<file path="config.mk">
export PLATFORM = sky130hd
export DESIGN_NAME = reg_bank_slave
export DESIGN_NICKNAME = d
export VERILOG_FILES = /design/src/rtl/reg_bank_slave.sv
export SDC_FILE = /design/constraint.sdc
export NUM_CORES = 1
export LEC_CHECK = 0
export ABC_AREA = 1
export BUFFER_PORTS_ARGS = -buffer_cell sky130_fd_sc_hd__buf_2
export CAP_MARGIN = 5
export CORE_AREA = 2 2 164 166
export DETAILED_ROUTE_END_ITERATION = 8
export DIE_AREA = 0 0 166 168
export SYNTH_ARGS = -nofsm -noshare
export SYNTH_HDL_FRONTEND = slang
export SYNTH_SLANG_ARGS = --single-unit
</file>
<file path="constraint.sdc">
create_clock -name clk -period 5.4 [get_ports clk]
set_clock_uncertainty 0.05 [all_clocks]
set_input_delay 0.54 -clock clk [delete_from_list [all_inputs] [get_ports clk]]
set_output_delay 0.54 -clock clk [all_outputs]
set_load 0.01 [all_outputs]
</file>
<file path="src/rtl/reg_bank_slave.sv">
// Register bank slave: RW, read-only and write-1-to-clear registers
// behind a wait-stated single-outstanding request/ready bus.
module reg_bank_slave #(
    parameter int ADDR_W      = 4,
    parameter int DATA_W      = 8,
    parameter int NUM_REGS    = 16,
    parameter int WAIT_CYCLES = 1,
    parameter logic [NUM_REGS-1:0]        RO_MASK   = '0,
    parameter logic [NUM_REGS-1:0]        W1C_MASK  = '0,
    parameter logic [NUM_REGS*DATA_W-1:0] RESET_VAL = '0
) (
    input  logic                       clk,
    input  logic                       rst_n,
    input  logic                       reg_wr,
    input  logic                       reg_rd,
    input  logic [ADDR_W-1:0]          reg_addr,
    input  logic [DATA_W-1:0]          reg_wdata,
    output logic [DATA_W-1:0]          reg_rdata,
    output logic                       reg_ready,
    output logic                       reg_err,
    input  logic [NUM_REGS*DATA_W-1:0] hw_ro_val,
    input  logic [NUM_REGS*DATA_W-1:0] hw_set,
    output logic [NUM_REGS*DATA_W-1:0] reg_q,
    output logic [NUM_REGS-1:0]        wr_strobe
);

    typedef enum logic [1:0] {IDLE, WAIT, RESP} state_t;

    state_t              state, state_nxt;
    logic [3:0]          cnt, cnt_nxt;
    logic                cap_en;
    logic [ADDR_W-1:0]   cap_addr;
    logic [DATA_W-1:0]   cap_wdata;
    logic                cap_wr, cap_rd;
    logic [NUM_REGS-1:0] hit;
    logic [DATA_W-1:0]   rd_val;
    logic                resp, err_c, do_wr;

    always_ff @(posedge clk or negedge rst_n) begin
        if (!rst_n) begin
            state <= IDLE;
            cnt   <= '0;
        end else begin
            state <= state_nxt;
            cnt   <= cnt_nxt;
        end
    end

    always_comb begin
        state_nxt = state;
        cnt_nxt   = cnt;
        cap_en    = 1'b0;
        unique case (state)
            IDLE: begin
                if (reg_wr || reg_rd) begin
                    cap_en    = 1'b1;
                    cnt_nxt   = 4'(WAIT_CYCLES);
                    state_nxt = (WAIT_CYCLES == 0) ? RESP : WAIT;
                end
            end
            WAIT: begin
                cnt_nxt = cnt - 4'd1;
                if (cnt <= 4'd1) state_nxt = RESP;
            end
            RESP:    state_nxt = IDLE;
            default: state_nxt = IDLE;
        endcase
    end

    always_ff @(posedge clk or negedge rst_n) begin
        if (!rst_n) begin
            cap_addr  <= '0;
            cap_wdata <= '0;
            cap_wr    <= 1'b0;
            cap_rd    <= 1'b0;
        end else if (cap_en) begin
            cap_addr  <= reg_addr;
            cap_wdata <= reg_wdata;
            cap_wr    <= reg_wr;
            cap_rd    <= reg_rd;
        end
    end

    // An empty hit vector means the address is beyond the implemented bank
    assign resp  = (state == RESP);
    assign err_c = (cap_wr & cap_rd) | ~(|hit) | (cap_wr & |(hit & RO_MASK));
    assign do_wr = resp & cap_wr & ~err_c;

    for (genvar i = 0; i < NUM_REGS; i++) begin : g_reg
        assign hit[i] = (cap_addr == ADDR_W'(i));
        if (RO_MASK[i]) begin : g_ro
            logic unused_ro;
            assign unused_ro = ^hw_set[i*DATA_W +: DATA_W];
            assign reg_q[i*DATA_W +: DATA_W] = hw_ro_val[i*DATA_W +: DATA_W];
        end else begin : g_rw
            logic [DATA_W-1:0] q;
            logic              commit;
            logic              unused_rw;
            assign unused_rw = ^hw_ro_val[i*DATA_W +: DATA_W];
            assign commit    = do_wr & hit[i];
            // Set is OR-ed after the clear so a same-cycle set wins
            always_ff @(posedge clk or negedge rst_n) begin
                if (!rst_n)
                    q <= RESET_VAL[i*DATA_W +: DATA_W];
                else if (W1C_MASK[i])
                    q <= (commit ? (q & ~cap_wdata) : q)
                         | hw_set[i*DATA_W +: DATA_W];
                else if (commit)
                    q <= cap_wdata;
            end
            assign reg_q[i*DATA_W +: DATA_W] = q;
        end
    end

    always_comb begin
        rd_val = '0;
        for (int i = 0; i < NUM_REGS; i++)
            if (hit[i]) rd_val = reg_q[i*DATA_W +: DATA_W];
    end

    always_ff @(posedge clk or negedge rst_n) begin
        if (!rst_n) begin
            reg_ready <= 1'b0;
            reg_err   <= 1'b0;
            reg_rdata <= '0;
            wr_strobe <= '0;
        end else begin
            reg_ready <= resp;
            reg_err   <= resp & err_c;
            reg_rdata <= (resp && cap_rd && !err_c) ? rd_val : '0;
            wr_strobe <= do_wr ? hit : '0;
        end
    end

endmodule

</file>
Yosys cells after proc, flatten, opt, wreduce, memory -nomap -nowiden --
Index checks and enable logic that the tools add are counted.
Storage, ports and cells: register bits after elaboration 174, input bits 272, output and inout port bits 154
Operators by class: add/sub/neg operators 1, order comparisons 1, equality and inequality tests 19, muxes and demuxes 25, bitwise operators 23, reductions and logical operators 10
Operator list (count):
- $mux 8 | 17
- $eq 4x4->1 const B | 8
- $and 1x1->1 | 20
- $eq 4x3->1 const B | 4
- $mux 16 | 1
- $reduce_or 16->1 | 1
- $eq 4x2->1 const B | 2
- $pmux 4 s2 | 1
- $eq 4x1->1 const B | 1
- $le 4x1->1 const B | 1
- $logic_not 4->1 | 1
- $mux 2 | 2
- $mux 4 | 1
- $ne 2x2->1 const B | 2
- $pmux 2 s2 | 1
- $reduce_and 2->1 | 2
- $sub 4x1->4 const B | 1
- $eq 2x1->1 const B | 1
- $eq 2x2->1 const B | 1
- $logic_and 1x1->1 | 2
- $logic_not 2->1 | 1
- $mux 1 | 2
- $not 1->1 | 2
- $reduce_bool 2->1 | 1
- 3 further kinds | 3

Depth between registers and ports, before layout --
Gate-level depths: netlist of the first run.
word-level depth 18, gate-level depth with buffers 15, depth with buffers taken out 15

Least setup slack after synthesis of the first run --
No wires, ideal clock.
kind reg2reg, from reg cap_addr[0], to reg reg_rdata[0], data arrival time 1.522 ns, required time 5.237 ns, path slack 3.715 ns, cell stages (with the launch flop) 14, path buffers 0, period minus slack after synthesis 1.685 ns, cell sequence dfrtp_1 -> inv_2 -> nand2_1 -> nor2_2 -> inv_2 -> or2_1 -> nand2_1 -> nand3_1 -> nand2_1 -> nand4_1 -> nor2_1 -> nand4_1 -> nand2_1 -> inv_1
Between the ends: longest elaborated chain between the ends 18, elaborated cells between the ends (all ways) 38, those cells by class eq/ne (15); mux (17); bitwise (2); reduce/logical (4)
RTL lines:
- from (decl) | RTL line 32 | logic [ADDR_W-1:0] cap_addr;
- from (signal assigned) | RTL line 77 | cap_addr <= reg_addr;
- $logic_not 4->1 | RTL line 90 | assign hit[i] = (cap_addr == ADDR_W'(i));
- $mux 8 (16 in a row) | RTL line 118 | if (hit[i]) rd_val = reg_q[i*DATA_W +: DATA_W];
- $mux 8 * | RTL line 130 | reg_rdata <= (resp && cap_rd && !err_c) ? rd_val : '0;
- to (signal assigned) | RTL line 130
- to (decl) | RTL line 18 | output logic [DATA_W-1:0] reg_rdata,
Mark *: on every way between the ends. The rest lies on a longest branch, timed or not. A chain may end at the register's enable or synchronous reset.

Final worst setup path of the first run --
from reg cap_addr[2], to reg g_reg[2].g_rw.q[1]
Between the ends: longest elaborated chain between the ends 7, elaborated cells between the ends (all ways) 22, those cells by class eq/ne (15); bitwise (5); reduce/logical (2)
RTL lines:
- $eq 4x1->1, or another cell as far along | RTL line 90
- $reduce_or 16->1 | RTL line 86 | assign err_c = (cap_wr & cap_rd) | ~(|hit) | (cap_wr & |(hit & RO_MASK));
- $not 1->1 | RTL line 86
- $or 1x1->1 | RTL line 86
- $not 1->1 | RTL line 87 | assign do_wr = resp & cap_wr & ~err_c;
- $and 1x1->1 | RTL line 87
- $and 1x1->1 * | RTL line 100 | assign commit = do_wr & hit[i];
- to (signal assigned) | RTL line 104 | q <= RESET_VAL[i*DATA_W +: DATA_W];
- to (signal assigned) | RTL line 106 | q <= (commit ? (q & ~cap_wdata) : q)
- to (signal assigned) | RTL line 109 | q <= cap_wdata;
- to (decl) | RTL line 96 | logic [DATA_W-1:0] q;
Marked as above.

==> flow_metrics.tcl, run 1 <==
set metrics [dict create \
    status "finished clean" \
    die_y_um 168 \
    synth_area_per_cell_um2 8.59 \
    rows 60 \
    hp-class "input pin to async pin" \
    grt_use_met3 0.0397 \
    start_kind "register" \
    fp.dieW_um 166 \
    maxCapViolCount 0 \
    synth.distinct_cells 24 \
    dp_cells 1337 \
    timing.final.crit_share 0.544 \
    rsz0062_at_grt "no" \
    path_buf_inv 1 \
    ctsResizeCount 0 \
    grt_use_met1 0.280 \
    cts_made_buffers 17 \
    max_freq_mhz 341 \
    viasPerCell 4.70 \
    antenna_cells 0 \
    crit_start "cap_addr[2]" \
    fin_crit_ns 2.94 \
    setup_tns_ns 0 \
    hpwl_um 18800 \
    worst_ep_required_time_ns 5.64 \
    antenna_found_initial 0 \
    slowest_delay_ns 0.88 \
    syn_inst 852 \
    synth_area_leader_cell "dfrtp_1" \
    grt_pass1_vias 5850 \
    drtAntennaViolNets 0 \
    wl_um 25300 \
    cts.reportedPaths.clkPinSlew_ns 0.07 \
    end_kind "register" \
    busiest_layer "met1" \
    nets 1289 \
    firstDrtPassIters 5 \
    cts_tree "done" \
    grt_pass1_wl_um 37300 \
    irDropWorstVdd_mv 0.183 \
    ys_warn_count 0 \
    crit_chain "nor2_1, nand2_1, nor2_1, inv_1, nand2_1, o21ai_0" \
    vias 6435 \
    port_buffers 169 \
    syn_to_final_growth_pct 25.8 \
    nFillCells 2712 \
    clk_path_buf_depth 2 \
    core_um2 26400 \
    slowest_stage "nor2_1" \
    insertion_delay_ns 0.44 \
    relSlewSlack 0.184 \
    syn-num-nets 1126 \
    hold_buffers 0 \
    seq_area_frac_synth 0.595 \
    layout.cells.non_filler 1368 \
    place_area_um2 8510 \
    netlist.area_leader.share 0.595 \
    ios 426 \
    grt_overflow_total 0 \
    die_area_um2 27900 \
    grt_max_degree 94 \
    wl_per_cell_um 18.5 \
    fin_area_um2 9210 \
    gr-usage-met2 0.258 \
    setup_violations 0 \
    worstSetupPathType "register to register" \
    drc 0 \
    slew_viol_final 0 \
    reg2reg_from "cap_addr[2]" \
    yosys-top-cells-area "dfrtp_1, nand2_1, o21ai_0, inv_1, nor2_1" \
    ys_ff_latch 174 \
    grtUsageTotal 0.181 \
    post_cts.repair.setup_buffers 0 \
    gp_congestion 0.817 \
    worstPathArrival_ns 3.18 \
    worst_pin_slew_ns 1.22 \
    final_common_cell "nand2_1" \
    cellPowerDensity_nw_per_um2 492 \
    clk_root_buffer_cell "clkbuf_16" \
    cpLargestDelayFamily "simple AND/OR/NAND/NOR gates" \
    htreeDepth 4 \
    drt_iter0_drc 546 \
    final_hold_viol_count 0 \
    final_cell_mix "nand2_1, dfrtp_1, buf_2" \
    drive_above_1_share 0.240 \
    synth_area_um2 7320 \
    initial_utilization 0.278 \
    worstPathMaxFanout 16 \
    p_leak_uw 0.00482 \
    clock-sinks 174 \
]
## synthesized netlist by cell type (all sizes together)
master / n
inv: 83
clkbuf: 21
o21ai: 134
o211ai: 1
nand2: 254
xnor2: 1
o22ai: 2
o21a: 2
nand4: 20
nor3: 2
a21oi: 25
nor2: 87
ha: 2
dfrtp: 174
buf: 8
nand3: 24
or2: 12
## through the flow
| step | util | power (uW) | hold slack, ns | worst slack, ns |
|---|---|---|---|---|
| finish | 0.349 | 4530 | 0.137 | 2.46 |
| global placement | 0.323 | 3060 | 0.415 | 2.58 |
| detailed placement | 0.323 | 3080 | 0.398 | 2.52 |
| CTS | 0.349 | 4560 | 0.179 | 2.50 |
| global route | 0.349 | 4780 | 0.193 | 2.13 |
| floorplan | - | 2470 | 0.194 | 3.72 |
## layer usage
metal | wire length (um) | vias up
li1 | - | 3050
met3 | 1970 | 19
met1 | 12600 | 3103
met4 | 262 | 0
met5 | 0 | -
met2 | 10500 | 263
## cells by family (layout without fill, tap and decap cells)
family                     after synthesis  count (layout)  share of synthesized area
and+or+nand+nor                        399             399                      0.228
DFF                                    174             174                      0.595
AOI/OAI and AO/OA                      164             164                      0.114
buffers and inverters                  112             287                     0.0588
adders and majority gates                2               2                    0.00342
xor gates and xnor gates                 1               1                    0.00120
## state kept, by name (all words and copies together) (netlist names), 2 cells and up
name,flops
g.g_rw.q,128
wr_strobe,16
cap_wdata,8
reg_rdata,8
cap_addr,4
cnt,4
state,2
## area by class of cell
class                   instances  area (um2)  area share
well taps                     341         427      0.0463
clock buffers                  17         425      0.0462
repair buffers                173         882      0.0958
flip-flops and latches        174        4350       0.473
clock inverters                14         272      0.0295
inverters                      83         312      0.0338
multi-input cells             566        2530       0.275
## report_power, final
| group | switching, uW | internal, uW | total (uW) |
|---|---|---|---|
| Clock | 552 | 923 | 1480 |
| Sequential | 226 | 1550 | 1780 |
| Combinational | 914 | 366 | 1280 |
| Total | 1690 | 2840 | 4530 |
## path summary, 6_finish.rpt
path                                             to  slack, ns  cells after the start
worst max-delay path             g_reg[2].g_rw.q[1]       2.46                      6
min in group clk                             cap_rd       0.30                      2
worst min register to register            reg_ready       0.43                      1
worst max register to register   g_reg[2].g_rw.q[1]       2.46                      6
worst min-delay path            g_reg[15].g_rw.q[1]       0.14                      1
max in group asynchronous        g_reg[2].g_rw.q[6]       3.81                      2
No activity file was read; power rests on OpenSTA's default activity.
==> run 2: changes to the inputs <==
- clock period: 5.4 -> 2.8 ns (I/O delays scaled with it)
==> run 2 against run 1 <==
  * Worst hold slack worse by 0.084 ns
  * Setup slack got worse by 2.1 ns
  * Global-route usage grew 0.23 points
  * Critical path type unchanged
  * Via count grew 0.22%
  * Fmax increased by 18%
  * Clock-buffer cell count unchanged
  * Sequential share of layout area down 0.071 points
  * Utilization is 0.052 points higher
==> flow_metrics.tcl, run 2 (synthesized netlist as in run 1, its figures left out) <==
set metrics [dict create \
    start_kind "register" \
    hpwl_um 19000 \
    viasPerCell 4.68 \
    setup_violations 0 \
    clk_root_buffer_cell "clkbuf_16" \
    regMostFlops "g.g_rw.q" \
    htreeDepth 4 \
    r2r-end "reg_rdata[2]" \
    reg2reg_from "cap_addr[2]" \
    clock-sinks 174 \
    slew_viol_final 0 \
    initial_utilization 0.278 \
    core_um2 26400 \
    grt_pass1_wl_um 38200 \
    hold_depth 3 \
    slowest_stage "nor2_2" \
    cpMostUsedCell "nand2_1" \
    final_cell_mix "nand2_1, dfrtp_1, buf_2" \
    worstPathMaxFanout 16 \
    slowest_delay_ns 0.56 \
    fin_area_um2 9220 \
    nets 1297 \
    clk_path_buf_depth 2 \
    fin_ws_ns 0.321 \
    r2r_cells 13 \
    max_freq_mhz 403 \
    die_area_um2 27900 \
    drc 0 \
    path_buf_inv 1 \
    worst_pin_slew_ns 0.743 \
    holdPathEnd "cap_wdata[1]" \
    ios 426 \
    r2r_slack_ns 0.32 \
    holdCritStartpoint "reg_wdata[1]" \
    die_y_um 168 \
    wl_um 25200 \
    antenna_cells 0 \
    rsz0062_at_grt "no" \
    layout.cells.non_filler 1377 \
    p_leak_uw 0.00483 \
    wl_per_cell_um 18.3 \
    grtUsageTotal 0.183 \
    cpLargestDelayFamily "simple AND/OR/NAND/NOR gates" \
    fin_crit_ns 2.48 \
    largest_reg_flops 128 \
    insertion_delay_ns 0.43 \
    relSlewSlack 0.504 \
    worst_ep_required_time_ns 3.13 \
    crit_chain "nor2_2, nand2_1, nor2_1, nor2_1, nand4_1, nor2_1, nand3_1, nand2_1, nand3_1, nand2_1, nand3_1, nand2_1, inv_1" \
    final_common_cell "nand2_1" \
    worstPathArrival_ns 2.80 \
    firstDrtPassIters 5 \
    cts.reportedPaths.clkPinSlew_ns 0.07 \
    hp-class "input pin to register" \
    grt_max_degree 69 \
    dp_cells 1344 \
    post_cts.repair.setup_buffers 0 \
    grt_overflow_total 0 \
    cts_made_buffers 17 \
    rows 60 \
    cts_tree "done" \
    pre_cts_slack_ns 0.00175 \
    setup_tns_ns 0 \
    vias 6449 \
    drive_above_1_share 0.246 \
    maxCapViolCount 0 \
    drtAntennaViolNets 0 \
    timing.final.crit_share 0.885 \
    reg.largest.list "g.g_rw.q: 128 flops, wr_strobe: 16 flops" \
    grt_pass1_vias 6143 \
    nFillCells 2737 \
    worstSetupPathType "register to register" \
    antenna_found_initial 0 \
    gp_congestion 0.836 \
    port_buffers 169 \
    cellPowerDensity_nw_per_um2 912 \
    final_hold_viol_count 0 \
    place_area_um2 8590 \
    fp.dieW_um 166 \
    end_kind "register" \
    irDropWorstVdd_mv 0.397 \
    status "finished clean" \
    drt_iter0_drc 489 \
    syn_to_final_growth_pct 26.0 \
    whs_ns 0.0529 \
]
-- run 2: cell count changes in the layout (fill, tap and decap cells not counted), moves of 2 or more --
cell,delta
inv_8,+3
clkinv_4,+3
buf_4,+5
buf_12,+2
clkinv_8,+2
inv_6,-3
bufinv_16,-5
-- run 2: area by class of cell --
cell class,instances,area (um2),share of cell area
clock buffer,17,425,0.0461
sequential,174,4350,0.472
inverter,83,312,0.0338
tap,341,427,0.0463
clock inverter,15,195,0.0212
timing repair buffer,181,970,0.105
multi-input combinational,566,2540,0.275
-- run 2: timing repair --
| item | CTS | global route |
|---|---|---|
| setup endpoints to repair | 2 | 0 |
| hold buffers | 1 | 0 |
| gates resized for setup | 1 | 0 |
| hold endpoints to repair | 65 | 0 |
-- run 2: how the worst max path moves through the flow --
stage	end	from	slack (ns)	cells past startpoint
finish	reg_rdata[2]	cap_addr[2]	0.32	13
global route	reg_rdata[2]	cap_addr[2]	0.02	13
CTS	reg_rdata[2]	cap_addr[2]	0.34	13
detailed placement	reg_rdata[2]	cap_addr[2]	0.002	13
global placement	reg_rdata[6]	cap_addr[2]	0.05	13
floorplan	reg_rdata[0]	cap_addr[0]	1.12	13
-- run 2: routing by layer --
metal | global-route usage | up-vias | part of all wire
met5 | 0 | - | 0
met4 | 0.0476 | 0 | 0.014
met1 | 0.273 | 3108 | 0.49
met2 | 0.261 | 236 | 0.42
li1 | - | 3079 | -
met3 | 0.0508 | 26 | 0.080
-- run 2: worst min-delay path, delay by kind of cell --
family | cells | cell delay [ns]
compound gates | 1 | 0.10
buf+inv | 1 | 0.08
simple gates | 1 | 0.04
-- run 2: stage by stage --
stage           util  power (uW)
2_1_floorplan      -        4760
3_3_place_gp   0.326        5920
3_5_place_dp   0.326        5970
4_1_cts        0.350        8460
5_1_grt        0.350        8890
6_report       0.350        8400
-- run 2: report_power, final --
part	internal, uW	switching [uW]	total [uW]	leakage [uW]
sequential	2990	438	3430	0.00237
combinational	734	1750	2490	0.00216
clock	1360	1130	2490	0.000300
